==> src/rtl/hex_scan_driver_pkg.sv <==
// Shared display constants for the hex scan driver and the board top.
// Holds default geometry, digit-select polarity and index-width helper.
package hex_scan_driver_pkg;

    localparam int DEFAULT_DIGITS   = 8;
    localparam int DEFAULT_SCAN_DIV = 50000;

    // Common-anode digits are selected by pulling their anode driver low.
    localparam logic DIGIT_ON  = 1'b0;
    localparam logic DIGIT_OFF = 1'b1;

    function automatic int idx_width(input int digits);
        return (digits > 1) ? $clog2(digits) : 1;
    endfunction

endpackage

==> src/rtl/hex_scan_driver_scan_prescaler.sv <==
// Free-running divider: tick is high for one clk cycle out of every DIV.
// Reusable by any display or LED block that needs a slow strobe.
module scan_prescaler #(
    parameter int DIV = 50000
) (
    input  logic clk,
    input  logic rst,
    output logic tick
);

    localparam int CNT_W = (DIV > 1) ? $clog2(DIV) : 1;

    logic [CNT_W-1:0] cnt_q;
    logic [CNT_W-1:0] cnt_d;

    assign tick = (cnt_q == CNT_W'(DIV - 1));

    always_comb begin
        cnt_d = tick ? '0 : cnt_q + 1'b1;
    end

    // NOTE: sequential state uses non-blocking assignments so every flop samples pre-edge values.
    always_ff @(posedge clk) begin
        if (rst) begin
            cnt_q <= '0;
        end else begin
            cnt_q <= cnt_d;
        end
    end

endmodule

==> src/rtl/hex_scan_driver.sv <==
// Time-multiplexed seven-segment scanner; commits new words only at frame wrap.
// Optional leading-zero blanking is enabled by defining HEX_SCAN_LZB_EN.
module hex_scan_driver
    import hex_scan_driver_pkg::*;
#(
    parameter int DIGITS   = DEFAULT_DIGITS,
    parameter int SCAN_DIV = DEFAULT_SCAN_DIV
) (
    input  logic                  clk,
    input  logic                  rst,
    input  logic                  wr_en,
    input  logic [4*DIGITS-1:0]   wr_data,
    output logic [3:0]            hex,
    output logic [DIGITS-1:0]     digit_an,
    output logic                  frame_start,
    output logic [4*DIGITS-1:0]   shown
);

    localparam int IDX_W = idx_width(DIGITS);

    logic                tick;
    logic                boundary;

    logic [IDX_W-1:0]    idx_q,         idx_d;
    logic [4*DIGITS-1:0] pending_q,     pending_d;
    logic                dirty_q,       dirty_d;
    logic [4*DIGITS-1:0] shown_q,       shown_d;
    logic [3:0]          hex_q,         hex_d;
    logic [DIGITS-1:0]   digit_an_q,    digit_an_d;
    logic                frame_start_q, frame_start_d;

    scan_prescaler #(
        .DIV (SCAN_DIV)
    ) u_prescaler (
        .clk  (clk),
        .rst  (rst),
        .tick (tick)
    );

    assign boundary = tick && (idx_q == IDX_W'(DIGITS - 1));

    // NOTE: every always_comb output gets a default first, so no path can infer a latch.
    always_comb begin
        idx_d         = idx_q;
        pending_d     = pending_q;
        dirty_d       = dirty_q;
        shown_d       = shown_q;
        hex_d         = hex_q;
        digit_an_d    = digit_an_q;
        frame_start_d = 1'b0;

        if (tick) begin
            idx_d = boundary ? '0 : idx_q + 1'b1;
        end

        // Commit reads the old pending, so a write in the boundary cycle waits one frame.
        if (boundary && dirty_q) begin
            shown_d = pending_q;
            dirty_d = 1'b0;
        end
        if (wr_en) begin
            pending_d = wr_data;
            dirty_d   = 1'b1;
        end

        if (tick) begin
            hex_d             = shown_d[4*idx_d +: 4];
            digit_an_d        = {DIGITS{DIGIT_OFF}};
            digit_an_d[idx_d] = DIGIT_ON;
            frame_start_d     = (idx_d == '0);
`ifdef HEX_SCAN_LZB_EN
            if ((idx_d != '0) && ((shown_d >> (4*idx_d)) == '0)) begin
                hex_d      = 4'h0;
                digit_an_d = {DIGITS{DIGIT_OFF}};
            end
`endif
        end
    end

    always_ff @(posedge clk) begin
        if (rst) begin
            idx_q         <= '0;
            pending_q     <= '0;
            dirty_q       <= 1'b0;
            shown_q       <= '0;
            hex_q         <= 4'h0;
            digit_an_q    <= {{(DIGITS-1){DIGIT_OFF}}, DIGIT_ON};
            frame_start_q <= 1'b0;
        end else begin
            idx_q         <= idx_d;
            pending_q     <= pending_d;
            dirty_q       <= dirty_d;
            shown_q       <= shown_d;
            hex_q         <= hex_d;
            digit_an_q    <= digit_an_d;
            frame_start_q <= frame_start_d;
        end
    end

    assign hex         = hex_q;
    assign digit_an    = digit_an_q;
    assign frame_start = frame_start_q;
    assign shown       = shown_q;

endmodule

==> config.mk <==
export PLATFORM = sky130hd
export DESIGN_NAME = hex_scan_driver
export DESIGN_NICKNAME = d
export VERILOG_FILES = /design/src/rtl/hex_scan_driver_pkg.sv /design/src/rtl/hex_scan_driver_scan_prescaler.sv /design/src/rtl/hex_scan_driver.sv
export SDC_FILE = /design/constraint.sdc
export NUM_CORES = 1
export LEC_CHECK = 0
export ABC_AREA = 1
export BUFFER_PORTS_ARGS = -buffer_cell sky130_fd_sc_hd__buf_2
export CAP_MARGIN = 20
export CELL_PAD_IN_SITES_DETAIL_PLACEMENT = 1
export CELL_PAD_IN_SITES_GLOBAL_PLACEMENT = 1
export CORE_MARGIN = 2
export CORE_UTILIZATION = 25
export CTS_BUF_LIST = sky130_fd_sc_hd__clkbuf_8 sky130_fd_sc_hd__clkbuf_16
export DETAILED_ROUTE_END_ITERATION = 7
export HOLD_SLACK_MARGIN = 0.05
export PLACE_DENSITY = 0.62
export SLEW_MARGIN = 20
export SYNTH_ARGS = -nofsm -noshare
export SYNTH_HDL_FRONTEND = slang
export SYNTH_HIERARCHICAL = 1
export SYNTH_SLANG_ARGS = --single-unit
==> constraint.sdc <==
create_clock -name clk -period 2.7 [get_ports clk]
set_input_delay 0.405 -clock clk [delete_from_list [all_inputs] [get_ports clk]]
set_output_delay 0.405 -clock clk [all_outputs]
set_load 0.05 [all_outputs]
==> results.txt <==
vias in the first global route: 4310
Hold Path Depth: 3
largest net degree at the start of global routing: 42
final clock skew: 5.808 ps
final setup TNS: 0 ps
initial antenna violation count: 0
total CTS buffers: 9
reg2reg start: u_prescaler/cnt_q[0]
filler instances: 2141
RSZ-0062 raised after global routing: false
CTS tree: done
largest cells by area after synthesis: dfxtp_1, nor2_1, nand2_1, inv_1, o21ai_0
Layout Cells excl Fill: 910
first drt pass iteration count: 4
Die H: 135.1 um
drt drc: 0
Final Cycle Share: 88.12%
r2r worst-path depth: 14
Gate power share: 4.1%
total net switching power: 649.9 uW
drt total wl: 13090 um
Cells after Synth: 603
Worst Max-Slew Pin Slew: 506.1 ps
FMAX: 0.4203 GHz
# rows: 47
via count: 4039
Final Max Tran Viols: 0
syn avg cell area: 7.125 sq um
Rel. slew slack: 66.25%
clock root cell: clkbuf_16
ANT cells: 0
Placed Cells: 887
yosys warns: 6
syn nets: 641
layout cells sized above 1: 20.00%
total track usage: 15.04%
GR Overflow Total: 0
Pleak: 2.402 nW
Hold WC Path Type: in2reg
DRT iter0 DRCs: 162
Synth top area share: 45.20%
Critical Path Start: u_prescaler/cnt_q[0]
input/output buffers: 79
FF+latch count, synth: 97
DIE AREA: 0.01825 sq mm
Initial Util: 25.73%
Area Growth Syn to Fin: 22.51%
hold_buf cts: 0
VDD IR max: 0.3176 mV
WP data required: 2990 ps
total power: 2.929 mW
switch share: 22.19%
Cell Area, Synth: 0.004297 sq mm
Critical Path AT: 2670 ps
Worst setup EP type: flip-flop
core area: 0.01670 sq mm
register clock-pin slew on the reported worst setup and hold paths: 70 ps
die width: 135.1 um
Worst Path Max Fanout: 8
Startpoint Class: flip-flop
first-pass GRT wire length: 21570 um
minimum clock period: 2379 ps
clock latency on the worst-skew pair: 350 ps
WS Path Type: reg2reg
reg-to-reg endpoint: hex[0]
CP endpoint: hex[0]
Routed Antenna Nets: 0
max_cap viols: 0
Distinct cells, synth: 34
vias per cell: 4.438
sequential-to-total area share from yosys stat: 45.20%
Synth area leader: dfxtp_1
IO Pins: 80
CTS HTree Levels: 3
hold slack: 278.8 ps
Final Setup Violations: 0
status: completed
Max clock buf depth: 2
clock share of power: 45.0%
Reg power frac: 50.9%
Pint: 2.279 mW
CTS sink cnt: 97
RePlAce Congestion: 0.8004
Layout Nets: 723
routed len/inst: 14.39 um
flop-to-flop setup slack: 320 ps
final hold violations: 0
Cell Pwr Density: 556.4 mW/mm^2
HPWL Detailed: 9694 um
## synth_stat cells (all sizes together)
library cell,instances
or2,3
o32ai,2
o211ai,2
nor2,136
buf,8
a21oi,20
o21a,3
nand2,132
xor2,3
xnor2,1
nor3,10
o21ai,63
clkinv,1
nand4,6
o22ai,2
clkbuf,17
ha,3
nand3,23
inv,71
dfxtp,97
## worst max-delay path: stages (launching register included)
cell     delay [ps]
dfxtp_1         380
ha_1            210
nand3_1         100
or2_2           320
nor2_4          190
inv_2           120
nand2_1         150
nand2_4         120
nor2_4          250
nand2_1         110
nand2_1          90
nand2_1          60
nand2_1         100
nor2_1           50
nor2_1           70
## cells in the final DEF (no fill, tap or decap), types with 2 or more instances in the layout
| master | synthesis | layout |
|---|---|---|
| nor2_1 | 129 | 128 |
| inv_1 | 67 | 68 |
| inv_2 | 3 | 3 |
| o21ai_1 | 21 | 21 |
| nand2_4 | 4 | 4 |
| buf_12 | 0 | 2 |
| nand4_1 | 6 | 6 |
| o21a_1 | 3 | 3 |
| o211ai_1 | 2 | 2 |
| nor2_2 | 2 | 2 |
| nor3_1 | 10 | 10 |
| o22ai_1 | 2 | 2 |
| a21oi_1 | 20 | 20 |
| clkbuf_16 | 0 | 9 |
| nor2_4 | 4 | 5 |
| xor2_1 | 3 | 3 |
| o21ai_0 | 39 | 39 |
| nand3_4 | 2 | 2 |
| o21ai_2 | 3 | 3 |
| nand3_1 | 21 | 21 |
| nand2_2 | 4 | 4 |
| ha_1 | 3 | 3 |
| buf_4 | 0 | 15 |
| or2_2 | 2 | 2 |
| dfxtp_1 | 97 | 97 |
| buf_2 | 1 | 79 |
| o32ai_1 | 2 | 2 |
| clkbuf_8 | 2 | 2 |
| nand2_1 | 124 | 124 |
## sequential cells by signal, summed over array words and instances (netlist names)
name / flops
digit_an: 8
dirty_q: 1
frame_start: 1
hex: 4
idx_q: 3
pending_q: 32
shown: 32
u_prescaler/cnt_q: 16
## how the worst min path moves through the flow
stage / slack [ps] / startpoint / to
floorplan: 430 / u_prescaler/cnt_q[0] / u_prescaler/cnt_q[0]
global placement: 440 / u_prescaler/cnt_q[0] / u_prescaler/cnt_q[0]
detailed placement: 460 / pending_q[1] / pending_q[1]
CTS: 270 / wr_data[6] / pending_q[6]
global route: 280 / wr_data[10] / pending_q[10]
finish: 280 / wr_data[6] / pending_q[6]
## final cells by class
class | count | area [sq um] | area share [%]
Multi-Input combinational cell | 409 | 1918 | 36.44
Clock inverter | 5 | 55.05 | 1.046
Clock buffer | 11 | 252.7 | 4.802
Inverter | 72 | 272.8 | 5.182
Sequential cell | 97 | 1942 | 36.89
Tap cell | 220 | 275.3 | 5.229
Timing Repair Buffer | 96 | 548.0 | 10.41
## per-layer routing
layer	vias up	routed length, um	track usage [%]
met5	-	0	0
met4	0	99	2.778
met3	7	468	3.979
met2	55	6690	27.10
met1	1935	5834	18.11
li1	2042	-	-
## what timing repair did
action / in CTS / in global routing
resized for setup: 0 / 2
setup endpoints to repair: 0 / 4
buffers inserted: 0 / 7
## metrics by stage
stage | utilization (%) | instance area [sq um] | worst slack [ps]
after floorplan | - | 4297 | 447.6
after global placement | 29.32 | 4896 | 179.8
after detailed placement | 29.32 | 4896 | 75.17
after CTS | 31.16 | 5204 | 67.44
after global routing | 31.52 | 5264 | 84.02
final | 31.52 | 5264 | 320.7
## power groups by stage
stage               Combinational [mW]  Clock [mW]  Sequential (mW)
floorplan                       0.0738           0             1.51
global placement                 0.117           0             1.52
detailed placement               0.123           0             1.52
CTS                              0.123        1.36             1.49
global route                     0.141        1.42             1.50
finish                           0.120        1.32             1.49
## cells by family (layout without fill, tap and decap cells)
logic type      count (synthesis)  count (layout)  synth area share [%]
fa+ha+maj                       3               3                0.8737
flops                          97              97                 45.20
simple gates                  310             310                 31.28
compound gates                 92              92                 11.50
xor+xnor                        4               4                0.8155
buf+inv                        97             184                 10.34
Power figures use the tool's default switching activity.
